`config.mk`:
```
export PLATFORM = sky130hd
export DESIGN_NAME = fb_write_arbiter
export DESIGN_NICKNAME = d
export VERILOG_FILES = /design/src/rtl/fb_write_arbiter.sv
export SDC_FILE = /design/constraint.sdc
export NUM_CORES = 1
export LEC_CHECK = 0
export CAP_MARGIN = 5
export CORE_MARGIN = 10
export CORE_UTILIZATION = 30
export DETAILED_ROUTE_END_ITERATION = 8
export DONT_BUFFER_PORTS = 1
export SYNTH_ARGS = -nofsm -noshare
export SYNTH_HDL_FRONTEND = slang
export SYNTH_SLANG_ARGS = --single-unit
```
`constraint.sdc`:
```
create_clock -name I_CLK -period 1.6 [get_ports I_CLK]
set_input_delay 0.32 -clock I_CLK [delete_from_list [all_inputs] [get_ports I_CLK]]
set_output_delay 0.32 -clock I_CLK [all_outputs]
set_load 0.005 [all_outputs]
```
`src/rtl/fb_write_arbiter.sv`:
```
// fb_write_arbiter: shares the framebuffer write port between PPU pixels, a clear engine and OSD writes.
module fb_write_arbiter #(
    parameter int FB_W       = 256,
    parameter int FB_H       = 240,
    parameter int COLOR_W    = 6,
    parameter int CLEAR_SYNC = 1
) (
    input  logic               I_CLK,
    input  logic               I_RESET_N,
    input  logic               I_PPU_CE,
    input  logic [COLOR_W-1:0] I_PPU_COLOR,
    input  logic [8:0]         I_PPU_HCNT,
    input  logic [8:0]         I_PPU_VCNT,
    input  logic               I_OSD_VALID,
    output logic               O_OSD_READY,
    input  logic [15:0]        I_OSD_ADDR,
    input  logic [COLOR_W-1:0] I_OSD_COLOR,
    input  logic               I_CLEAR_REQ,
    input  logic [COLOR_W-1:0] I_CLEAR_COLOR,
    output logic               O_CLEAR_BUSY,
    output logic [15:0]        O_FB_ADDR,
    output logic [COLOR_W-1:0] O_FB_DATA,
    output logic               O_FB_WREN
);
    localparam logic [8:0] W9     = 9'(FB_W);
    localparam logic [8:0] H9     = 9'(FB_H);
    localparam logic [7:0] X_LAST = 8'(FB_W - 1);
    localparam logic [7:0] Y_LAST = 8'(FB_H - 1);

    typedef enum logic [1:0] {IDLE, ARMED, CLEAR} state_t;

    state_t             state;
    logic [7:0]         cx, cy;
    logic [COLOR_W-1:0] clr_color;
    logic               ppu_hit, osd_in_range, osd_write, clr_last, x_wrap;

    assign ppu_hit      = I_PPU_CE && I_PPU_HCNT < W9 && I_PPU_VCNT < H9;
    assign O_OSD_READY  = !ppu_hit && state != CLEAR;
    assign osd_in_range = {1'b0, I_OSD_ADDR[7:0]} < W9 && {1'b0, I_OSD_ADDR[15:8]} < H9;
    assign osd_write    = I_OSD_VALID && O_OSD_READY && osd_in_range;
    assign x_wrap       = cx == X_LAST;
    assign clr_last     = x_wrap && cy == Y_LAST;

    always_ff @(posedge I_CLK) begin
        if (!I_RESET_N) begin
            state        <= IDLE;
            cx           <= '0;
            cy           <= '0;
            clr_color    <= '0;
            O_CLEAR_BUSY <= 1'b0;
            O_FB_WREN    <= 1'b0;
            O_FB_ADDR    <= '0;
            O_FB_DATA    <= '0;
        end else begin
            O_FB_WREN <= ppu_hit || state == CLEAR || osd_write;
            if (ppu_hit) begin
                O_FB_ADDR <= {I_PPU_VCNT[7:0], I_PPU_HCNT[7:0]};
                O_FB_DATA <= I_PPU_COLOR;
            end else if (state == CLEAR) begin
                O_FB_ADDR <= {cy, cx};
                O_FB_DATA <= clr_color;
            end else if (osd_write) begin
                O_FB_ADDR <= I_OSD_ADDR;
                O_FB_DATA <= I_OSD_COLOR;
            end
            if (state == IDLE && I_CLEAR_REQ) begin
                clr_color    <= I_CLEAR_COLOR;
                O_CLEAR_BUSY <= 1'b1;
                state        <= CLEAR_SYNC != 0 ? ARMED : CLEAR;
            end else if (state == ARMED && I_PPU_VCNT == H9) begin
                state <= CLEAR;
            end else if (state == CLEAR && !ppu_hit) begin
                // counters only advance on cycles the clear actually owns the port
                cx <= x_wrap ? '0 : cx + 8'd1;
                cy <= clr_last ? '0 : x_wrap ? cy + 8'd1 : cy;
                if (clr_last) begin
                    state        <= IDLE;
                    O_CLEAR_BUSY <= 1'b0;
                end
            end
        end
    end
endmodule

```
* After elaboration in Yosys (flattened, before gate mapping)
Index checks and enable logic that the tools add are counted.
Word-level totals: logic and storage cells 68, input port bits 57, output and inout port bits 25, register bits after elaboration 48
Operators by class: $lt $le $gt $ge 3, bitwise gates (word level) 3, reductions and logical operators 27, muxes and demuxes 17, equal/unequal tests 7, $add $sub $neg 2
Operators with widths (number):
- $mux 16 | 3
- $mux 8 | 3
- $mux 6 | 3
- $add 8x1->8 const B | 2
- $eq 8x8->1 const B | 2
- $reduce_bool 2->1 | 5
- $eq 9x8->1 const B | 1
- $logic_and 1x1->1 | 9
- $lt 9x8->1 const B | 1
- $lt 9x9->1 const B | 1
- $reduce_bool 3->1 | 3
- $lt 8x8->1 const B | 1
- $mux 2 | 3
- $reduce_and 3->1 | 2
- $mux 1 | 5
- $ne 2x2->1 const B | 2
- $reduce_and 2->1 | 2
- $reduce_and 4->1 | 1
- $not 1->1 | 3
- $eq 2x1->1 const B | 1
- $eq 2x2->1 const B | 1
- $logic_not 2->1 | 1
- $logic_or 1x1->1 | 2
- $reduce_or 2->1 | 1
- $logic_not 1->1 | 1

* Depth between registers and ports, before layout
word-level depth 10, depth in mapped cells 6

* Least setup slack after synthesis
No wires, ideal clock.
kind in2out, start in I_PPU_HCNT[8], end out O_OSD_READY, stages on the path 5, setup slack 0.016 ns, required time 1.280 ns, data arrival time 1.264 ns, cell sequence or3b_1 > buf_2 > buf_2 > nor2_1 > nor2_1
Between the ends: longest elaborated chain between the ends 5
RTL lines:
- start, declared | line 12 | input logic [8:0] I_PPU_HCNT,
- $lt 9x9->1 | line 37 | assign ppu_hit = I_PPU_CE && I_PPU_HCNT < W9 && I_PPU_VCNT < H9;
- $logic_and 1x1->1 (2 in series) | line 37
- $logic_not 1->1 | line 38 | assign O_OSD_READY = !ppu_hit && state != CLEAR;
- $logic_and 1x1->1 | line 38
- end, declared | line 15 | output logic O_OSD_READY,
No other way between the ends.

* Worst setup path after layout
start reg cy[0], end reg cy[5]
Between the ends: longest elaborated chain between the ends 4, elaborated cells between the ends (all ways) 7, those cells by class add/sub (1); eq/ne (1); mux (2); reduce/logical (3)
RTL lines:
- start, declared | line 33 | logic [7:0] cx, cy;
- start signal, assigned | line 75 | cy <= clr_last ? '0 : x_wrap ? cy + 8'd1 : cy;
- parallel branches: the longest is 4 deep, another holds $add 8x1->8
Parallel ways; which one is timed is not known. The select of a mux whose other input is x is not followed. A chain may end at the register's enable or synchronous reset.

==> reports/results.ini <==
[pwr]
peakVddDrop_v = 0.000460
p_leak_uw = 0.00113
power.density_mw_per_mm2 = 829
power.total_uw = 2510

[floorplan]
initial_core_util = 0.311
rows = 33
die_area_mm2 = 0.0127
core_area_mm2 = 0.00830
die_w_um = 113
ios = 82
die_h_um = 113

[route]
wl_met2_um = 3530
met3_length_um = 1030
detail_route.wl_per_cell_um = 18.3
vias = 2337
ant_nets = 0
drt-pass1-iter-count = 4
viasPerCell = 5.47
drc = 0
drtIter0Drc = 183
drt-total-wl_um = 7820
top_layer = met4
wl_met1_um = 3200

[grt]
gr-usage-all-layers = 0.119
grt_pass1_vias = 2322
gr-total-overflow = 0
antenna_found_initial = 0
grt_pass1_wl_um = 12500
grt_max_degree = 51

[place]
port_buffers = 0
dpl.cell_count = 419
gp_congestion = 0.828
post_dp_cell_area_mm2 = 0.00286
pre_cts_slack_ns = -0.0495
hpwl_um = 5970

[synth]
synth_flop_cell = dfxtp_1
synthXorXnorAreaFrac = 0.0169
async_reset_ff_frac = 0
synth.top_cell.area_share = 0.372
synth.area.mux_share = 0.0387
synth_top_family_by_area = simple AND/OR/NAND/NOR gates
yosysWarnings = 0
synth_compound_area_frac = 0.237
syn_nets = 367
synth_area_leaders = dfxtp_1, nand2_1, a311o_1
synthSimpleGateAreaFrac = 0.278
synth_area_mm2 = 0.00258
synth_enable_flop_cells = 0
synth-adder-area-share = 0.00968
synth_area_per_cell_um2 = 8.39
yosysSeqAreaShare = 0.372
ys_types = 52
syn_inst = 308
ys_ff_latch = 48
synth_top_area_cell = dfxtp_1

[sta]
setup_tns_ns = 0
tightest_slew_ns = 0.404
drv_slew = 0
rsz0062_at_grt = false
finalClockSkew_ns = 0.00424
fin_ws_ns = 0.0781
fmax_mhz = 657
slew-limit-headroom = 0.729
timing.final.crit_share = 0.951
setup_viol = 0
hold_viol = 0
finalCriticalPeriod_ns = 1.52

[critical_path]
cp_num_buf_inv = 0
cp.arrival_ns = 1.73
endpoint_kind = flip-flop
startpoint_type = flip-flop
crit_type = flip-flop to flip-flop
critPathTopFamily = simple AND/OR/NAND/NOR gates
cpPeakStageDelay_ns = 0.40
r2r_slack_ns = 0.08
crit_slowest_cell = or3_4
worstPathRequired_ns = 1.81
crit_fanout = 3
path_cells = ha_4 -> nand3_2 -> or3_4 -> a211o_1 -> and3_1

[clock_network]
cts.sinks = 48
cts.clk_slew.worst_paths_ns = 0.09
cts-hold-fix-buffers = 0
htreeDepth = 2
cts_setup_buffers = 0
cts_buffers = 5
clk_latency_ns = 0.30
clockRootBuffer = clkbuf_8
cts.path.max_buffers = 2
cts_tree = done

[flow_run]
maxCapViolCount = 0

[cells_and_area]
fin_cells = 427
layout-drive-gt1-share = 0.186
fillers = 854
diodes = 0
nets = 380
design_area_mm2 = 0.00303
syn2layout_area_growth_pct = 17.3

[worst_hold_path]
hold_path_class = input port to flip-flop

[outcome]
status = completed

[cell families (layout without fill, tap and decap cells)]
logic type,Yosys count,in the layout
AND/OR/NAND/NOR,142,142
buffers and inverters,25,39
XOR/XNOR,5,5
multiplexers,10,10
AO/OA/AOI/OAI,76,76
flip-flops,48,48
adder cells (fa/ha/maj),2,2
[cells in the final DEF (no fill, tap or decap), drive strengths merged, types with 2 or more instances in the layout]
master,count
a211o,3
a211oi,2
a21boi,20
a21oi,7
a311o,16
and2,3
and3,5
and4,2
buf,29
clkbuf,7
dfxtp,48
ha,2
inv,2
mux2i,10
nand2,66
nand2b,7
nand3,5
nand3b,2
nand4,3
nor2,12
nor2b,8
nor3,15
nor3b,3
o2111ai,4
o211ai,3
o21ai,10
o221ai,4
o22ai,3
or3,3
or3b,2
xnor2,2
xor2,3
[per-stage QoR]
step	utilization	hold WS (ns)
2_1_floorplan	-	0.447
3_3_place_gp	0.344	0.444
3_5_place_dp	0.344	0.455
4_1_cts	0.360	0.128
5_1_grt	0.365	0.130
6_report	0.365	0.141
[final cells by class]
type	count	area [µm²]	share of cell area
multi-input combinational	235	1550	0.510
sequential	48	965	0.318
timing repair buffer	29	255	0.0842
tap	105	131	0.0433
clock buffer	7	96.3	0.0318
clock inverter	1	30.0	0.00990
inverter	2	7.51	0.00248
[path summary, 6_finish.rpt]
| path | from | end | cells past startpoint |
|---|---|---|---|
| worst max-delay path | cy[0]$_SDFFE_PN0P_ | cy[5]$_SDFFE_PN0P_ | 5 |
| worst min-delay path | I_PPU_VCNT[3] | O_FB_ADDR[11]$_SDFFE_PN0P_ | 2 |
| worst max register to register | cy[0]$_SDFFE_PN0P_ | cy[5]$_SDFFE_PN0P_ | 5 |
| worst min register to register | O_FB_DATA[3]$_SDFFE_PN0P_ | O_FB_DATA[3]$_SDFFE_PN0P_ | 2 |
[metal layers]
metal  global-route usage  vias up
li1                     -     1143
met1                0.144     1105
met2                0.184       82
met3               0.0655        7
met4               0.0212        0
met5                    0        -
[report_power, final]
part	internal [µW]	switching, µW
sequential	1250	45.6
clock	552	420
combinational	127	117
total	1930	582
[cells in the mapped netlist (4+ instances only)]
| library cell | n |
|---|---|
| nor3_1 | 15 |
| dfxtp_1 | 48 |
| nand2b_1 | 7 |
| nor2_1 | 12 |
| nand2_1 | 66 |
| nand3_1 | 5 |
| and3_1 | 5 |
| nor2b_1 | 8 |
| clkbuf_1 | 8 |
| o221ai_1 | 4 |
| a311o_1 | 16 |
| a21oi_1 | 7 |
| o21ai_0 | 10 |
| mux2i_1 | 10 |
| buf_2 | 10 |
| a21boi_1 | 19 |
[registers in the layout (all words and copies together), names as in the netlist]
name,flops
state,2
O_FB_DATA,6
cx,8
O_FB_WREN,1
O_FB_ADDR,16
cy,8
clr_color,6
O_CLEAR_BUSY,1
[timing repair]
action,4_1_cts,5_1_grt
gates resized for setup,2,14
endpoints found under the setup margin,1,11
hold endpoints to repair,0,0
gates cloned,0,0
(Power assumes the default switching activity.)
